==> src/rtl/bus_pkg.sv <==
// bus_pkg: shared read-sequencer state type and bus constants
package bus_pkg;
  localparam int DATA_W = 16;
  localparam int DEFAULT_NUM_SRC = 8;
  typedef enum logic [1:0] {IDLE, DRIVE, CAPTURE, RESP} bus_rd_state_t;
endpackage

==> src/rtl/onehot_dec.sv <==
// onehot_dec: index plus enable to one-hot select, all-zero when disabled or index out of range
module onehot_dec #(
  parameter int W = 8,
  parameter int IW = (W > 1) ? $clog2(W) : 1
) (
  input  logic          en,
  input  logic [IW-1:0] idx,
  output logic [W-1:0]  y
);
  always_comb begin
    y = '0;
    for (int i = 0; i < W; i++) y[i] = en && idx == IW'(i);
  end
endmodule

==> src/rtl/bus_read_seq.sv <==
// bus_read_seq: enables one bus source, waits SETTLE cycles, captures the bus and returns it over valid/ready
module bus_read_seq
  import bus_pkg::*;
#(
  parameter int N = DATA_W,
  parameter int NUM_SRC = DEFAULT_NUM_SRC,
  parameter int SETTLE = 1,
  localparam int IW = (NUM_SRC > 1) ? $clog2(NUM_SRC) : 1
) (
  input  logic               clk,
  input  logic               reset,
  input  logic               req_valid,
  output logic               req_ready,
  input  logic [IW-1:0]      req_idx,
  output logic [NUM_SRC-1:0] bus_en,
  input  logic [N-1:0]       bus_data,
  output logic               rsp_valid,
  input  logic               rsp_ready,
  output logic [N-1:0]       rsp_data,
  output logic [IW-1:0]      rsp_idx,
  output logic               rsp_err,
  output logic               busy
);
  localparam logic [3:0] SL = 4'(SETTLE - 1);
  bus_rd_state_t state, nxt;
  logic [IW-1:0] idx;
  logic [3:0] cnt;
  logic oor;
  assign oor = 32'(req_idx) >= NUM_SRC;
  assign req_ready = state == IDLE;
  assign busy = !req_ready;
  assign rsp_valid = state == RESP;
  onehot_dec #(.W(NUM_SRC), .IW(IW)) u_dec (
    .en(state == DRIVE || state == CAPTURE),
    .idx(idx),
    .y(bus_en)
  );
  always_comb begin
    nxt = state;
    unique case (state)
      IDLE:    if (req_valid) nxt = oor ? RESP : (SETTLE == 0 ? CAPTURE : DRIVE);
      DRIVE:   if (cnt == SL) nxt = CAPTURE;
      CAPTURE: nxt = RESP;
      RESP:    if (rsp_ready) nxt = IDLE;
      default: nxt = IDLE;
    endcase
  end
  // out-of-range requests skip the bus entirely and answer with an error response
  always_ff @(posedge clk) begin
    if (reset) begin
      state <= IDLE;
      idx <= '0;
      cnt <= '0;
      rsp_data <= '0;
      rsp_idx <= '0;
      rsp_err <= 1'b0;
    end else begin
      state <= nxt;
      cnt <= (state == DRIVE) ? cnt + 4'd1 : 4'd0;
      if (state == IDLE && req_valid) begin
        idx <= req_idx;
        if (oor) begin
          rsp_data <= '0;
          rsp_idx <= req_idx;
          rsp_err <= 1'b1;
        end
      end
      if (state == CAPTURE) begin
        rsp_data <= bus_data;
        rsp_idx <= idx;
        rsp_err <= 1'b0;
      end
    end
  end
endmodule

==> config.mk <==
export PLATFORM = sky130hd
export DESIGN_NAME = bus_read_seq
export DESIGN_NICKNAME = d
export VERILOG_FILES = /design/src/rtl/bus_pkg.sv /design/src/rtl/onehot_dec.sv /design/src/rtl/bus_read_seq.sv
export SDC_FILE = /design/constraint.sdc
export NUM_CORES = 1
export LEC_CHECK = 0
export ABC_AREA = 1
export BUFFER_PORTS_ARGS = -buffer_cell sky130_fd_sc_hd__buf_2
export CORE_MARGIN = 1
export CORE_UTILIZATION = 49
export DETAILED_ROUTE_END_ITERATION = 16
export PLACE_DENSITY = 0.91
export SLEW_MARGIN = 20
export SYNTH_ARGS = -nofsm -noshare
export SYNTH_HDL_FRONTEND = slang
export SYNTH_HIERARCHICAL = 1
export SYNTH_SLANG_ARGS = --single-unit
==> constraint.sdc <==
create_clock -name clk -period 2.34 [get_ports clk]
set_clock_uncertainty 0.15 [all_clocks]
set_input_delay 0 -clock clk [delete_from_list [all_inputs] [get_ports clk]]
set_output_delay 0 -clock clk [all_outputs]
set_load 0.02 [all_outputs]
==> Yosys cells after proc, flatten, opt, wreduce, memory -nomap -nowiden <==
Cells that the tools add are included.
{ "totals": {"input_bits": 23, "ff_bits": 28, "elab_cells": 40} }
{ "classes": {"n_eq_ne": 13, "n_addsub": 1, "mux": 4, "n_reduce_logical": 16, "n_bitwise": 1} }
{ "op_table": {"columns": ["op", "n"], "rows": [
  ["$eq 3x3->1 const B", 4],
  ["$logic_and 1x1->1", 9],
  ["$pmux 2 s4", 1],
  ["$eq 3x2->1 const B", 2],
  ["$mux 2", 3],
  ["$add 4x1->4 const B", 1],
  ["$eq 2x2->1 const B", 2],
  ["$logic_not 4->1", 1],
  ["$ne 2x2->1 const B", 2],
  ["$eq 3x1->1 const B", 1],
  ["$logic_not 3->1", 1],
  ["$reduce_and 3->1", 1],
  ["$eq 2x1->1 const B", 1],
  ["$logic_not 2->1", 1],
  ["$ne 2x1->1 const B", 1],
  ["$reduce_or 2->1", 1],
  ["$logic_not 1->1", 1],
  ["$logic_or 1x1->1", 1],
  ["$not 1->1", 1]
]} }

==> Longest topological paths before layout <==
{ "depth": {"word_depth": 3, "ltp_mapped": 8, "mapped_depth_nobuf": 8} }

==> Cells and area by module <==
The synthesis kept the hierarchy.
{ "modules_own_cells": {"columns": ["mod", "area_per_inst_um2", "seq_area_each_um2", "cells_per_inst", "instances"], "rows": [
  ["bus_read_seq", 1122.3, 560.5, 146, 1],
  ["onehot_dec", 63.8, 0.0, 17, 1]
]} }

==> Worst setup path before layout <==
No wires, ideal clock.
{ "synth_timing": {"path_kind": "reg-to-reg", "from": "register state[0]", "to": "register state[0]", "period_less_slack_ns": 1.373, "path_buffers": 0, "t_arrival_ns": 1.108, "stages_incl_launch_ff": 9, "t_required_ns": 2.075, "setup_slack_ns": 0.967, "path_cell_list": "dfxtp_1 -> inv_1 -> ha_1 -> nand2_1 -> nand2_1 -> inv_1 -> nand3_1 -> nand2_1 -> nor2_1"} }
{ "synth_via": {"elab_chain_len": 3, "elab_cells_between_ends": 9, "cone_classes": "6 x eq/ne; 1 x mux; 2 x reduce/logical"} }
{ "synth_lines": {"columns": ["item", "line_no", "text"], "rows": [
  ["from (decl)", "bus_read_seq.sv:25", "bus_rd_state_t state, nxt;"],
  ["from (signal assigned)", "bus_read_seq.sv:58", "state <= nxt;"],
  ["$logic_not 2->1 (*)", null, null],
  ["via req_ready", "bus_read_seq.sv:13", "output logic req_ready,"],
  ["$ne 2x2->1 (no line)", null, null],
  ["$reduce_and 3->1 (no line)", null, null]
]} }
Mark *: on every way through the listed nets, which the timed path passes. The rest lies on a longest branch.
A chain may end at the register's enable or synchronous reset.

==> Worst setup path after layout <==
{ "layout_timing": {"from": "register state[0]", "to": "register idx[1]"} }
{ "layout_via": {"elab_chain_len": 2} }
{ "layout_lines": {"columns": ["item", "line_no", "text"], "rows": [
  ["$logic_not 2->1", "bus_read_seq.sv:60", "if (state == IDLE && req_valid) begin"],
  ["$logic_and 1x1->1", "bus_read_seq.sv:60", null],
  ["to (signal assigned)", "bus_read_seq.sv:61", "idx <= req_idx;"],
  ["to (decl)", "bus_read_seq.sv:26", "logic [IW-1:0] idx;"]
]} }
Every way passes these cells.

==> flow_summary.json <==
{
  "tightest_slew_ps": 593,
  "crit_slowest_cell": "dlygate4sd3_1",
  "maxSlewViolCount": 0,
  "syn_area_um2": 1190,
  "power_mw": 1.91,
  "crit_path_start_kind": "register",
  "drt-total-wl_um": 3220,
  "clk_path_buf_depth": 2,
  "grt.overflow.total": 0,
  "antenna_cells": 0,
  "clk_latency_ps": 320,
  "finalNonFillerCells": 265,
  "first_iter_violations": 26,
  "comb_power_share_pct": 45.4,
  "netSwitchingPower_mw": 0.817,
  "p_per_area_nw_per_um2": 1100,
  "hold_path.class": "in2reg",
  "syn_nets": 193,
  "vias": 1280,
  "finalNetCount": 268,
  "grt_pass1_vias": 1264,
  "seq_area_frac_synth_pct": 47.3,
  "p_clk_share_pct": 16.6,
  "max_stage_delay_ps": 600,
  "grt_max_degree": 26,
  "worstPathMaxFanout": 4,
  "grt_usage_pct": 26.6,
  "drc": 0,
  "ys_types": 15,
  "ctsRootBufferMaster": "clkbuf_4",
  "fin_crit_sh_pct": 80.7,
  "io_pins": 54,
  "grt_pass1_wl_um": 5200,
  "area_growth_pct": 46.4,
  "p_leak_nw": 0.919,
  "place_hpwl_um": 1880,
  "netlist.area_leader.share_pct": 47.3,
  "rsz0062_at_grt": "false",
  "die_area_um2": 2620,
  "cts_buffers": 3,
  "outcome": "complete, no violations",
  "syn_inst": 163,
  "cp.required_ps": 2470,
  "coreArea_um2": 2250,
  "h-tree-depth": 1,
  "ant_nets": 0,
  "internal_power_mw": 1.10,
  "die_x_um": 51.2,
  "ys_warn_count": 6,
  "row_count": 17,
  "cts_sinks": 28,
  "place_congestion": 0.773,
  "routed_via_density": 4.83,
  "critPathTopFamily": "buffers and inverters",
  "path_buf_inv": 2,
  "hold_violations": 0,
  "antenna_found_initial": 0,
  "synth-seq-cells": 28,
  "vdd_drop_max_mv": 0.739,
  "start_util_pct": 52.6,
  "nFillCells": 183,
  "max_cap_viol_count": 0,
  "ctsResizeCount": 0,
  "synth_largest_area_cell": "dfxtp_1",
  "max_slew_margin_pct": 60.5,
  "cts_tree": "done",
  "wire_per_inst_um": 12.2,
  "first_pass_iters": 4,
  "worstPathArrival_ps": 2020,
  "die_height_um": 51.2,
  "critPathKind": "reg2reg",
  "max_freq_mhz": 530,
  "power_frac_seq_pct": 37.9,
  "setup_tns_ps": 0,
  "setup_violations": 0,
  "fin_crit_ps": 1890,
  "swShare_pct": 42.7,
  "crit_chain": "inv_1, ha_1, nand2_1, o21ai_0, dlygate4sd3_1, nor2_1",
  "drive_gt1_share_pct": 24.1,
  "portBuffers": 52,
  "crit_path_end_kind": "register",
  "clk_pin_slew_ps": 150,
  "ys_top_cells_by_area": "dfxtp_1, nor2_1, o21ai_0",
  "avgSynthCellArea_um2": 7.28,
  "placed_cells": 237
}
## final timing paths
| path | start | to | slack, ps | depth (start not counted) |
|---|---|---|---|---|
| setup / recovery | state[0] | idx[1] | 450 | 6 |
| hold / removal | reset | state[1] | 40 | 4 |
| setup reg to reg | state[0] | idx[1] | 450 | 6 |
| hold reg to reg | cnt[0] | cnt[0] | 340 | 1 |
## flip-flops by register name, summed over array words and instances (netlist names)
register,count
rsp_data,16
cnt,4
idx,3
rsp_idx,3
state,2
## worst register-to-register path, stage by stage, from the launching register on
cell and delay [ps]:
dfxtp_1 420, inv_1 100, ha_1 250, nand2_1 140, o21ai_0 80, dlygate4sd3_1 600, nor2_1 100
## timing repair
item                                   in CTS  in global routing
hold buffers                               24                  0
setup endpoints to repair                   0                  0
endpoints found under the hold margin      20                  0
setup buffers                               0                  0
## power by group through the flow
stage	clock, mW	sequential (mW)	combinational (mW)
2_1_floorplan	0	0.865	0.432
3_5_place_dp	0	0.733	0.810
5_1_grt	0.339	0.740	0.972
3_3_place_gp	0	0.732	0.784
4_1_cts	0.317	0.723	0.849
6_report	0.319	0.726	0.870
## final cells by class
type,instances,area (um2),area share (%)
well taps,28,35.0,2.02
flip-flops and latches,28,561,32.3
clock inverters,1,30.0,1.73
inverters,16,60.1,3.46
clock buffers,3,22.5,1.30
multi-input cells,113,528,30.4
repair buffers,76,500,28.8
## kinds of logic (layout without fill, tap and decap cells)
group | after synthesis | in the layout | synth area share, %
compound gates | 25 | 25 | 10.5
xor+xnor | 1 | 1 | 0.739
fa+ha+maj | 7 | 7 | 7.38
buf+inv | 22 | 96 | 8.23
flops | 28 | 28 | 47.3
other cells | 1 | 1 | 0.316
simple gates | 79 | 79 | 25.5
## layout by cell type, fill, tap and decap left out
cell           Yosys  routed
a21oi_1            3       3
buf_2              1      52
bufinv_16          0       1
clkbuf_4           0       3
conb_1             1       1
dfxtp_1           28      28
dlygate4sd3_1      0      24
ha_1               7       7
inv_1             15      15
inv_2              1       1
nand2_1           16      16
nand3_1            3       3
nor2_1            59      59
o21ai_0           22      22
or2_0              1       1
xnor2_1            1       1
## Yosys cell counts
library cell  count
a21oi_1           3
buf_2             1
buf_4             3
clkbuf_2          2
conb_1            1
dfxtp_1          28
ha_1              7
inv_1            15
inv_2             1
nand2_1          16
nand3_1           3
nor2_1           59
o21ai_0          22
or2_0             1
xnor2_1           1
## routing by layer
metal	wire length, um	vias up	GRT usage, %
li1	-	648	-
met1	1310	570	29.3
met2	1680	51	50.7
met3	136	11	2.98
met4	92	0	10.6
met5	0	-	0
## through the flow
stage	worst slack [ps]	utilization [%]	cell area, um2	hold slack (ps)
floorplan	967	-	1190	-15.1
global placement	653	64.0	1440	70.4
detailed placement	604	64.0	1440	81.3
CTS	516	77.0	1740	40.5
global route	306	77.0	1740	99.7
finish	452	77.0	1740	44.0
(Power assumes the default switching activity.)
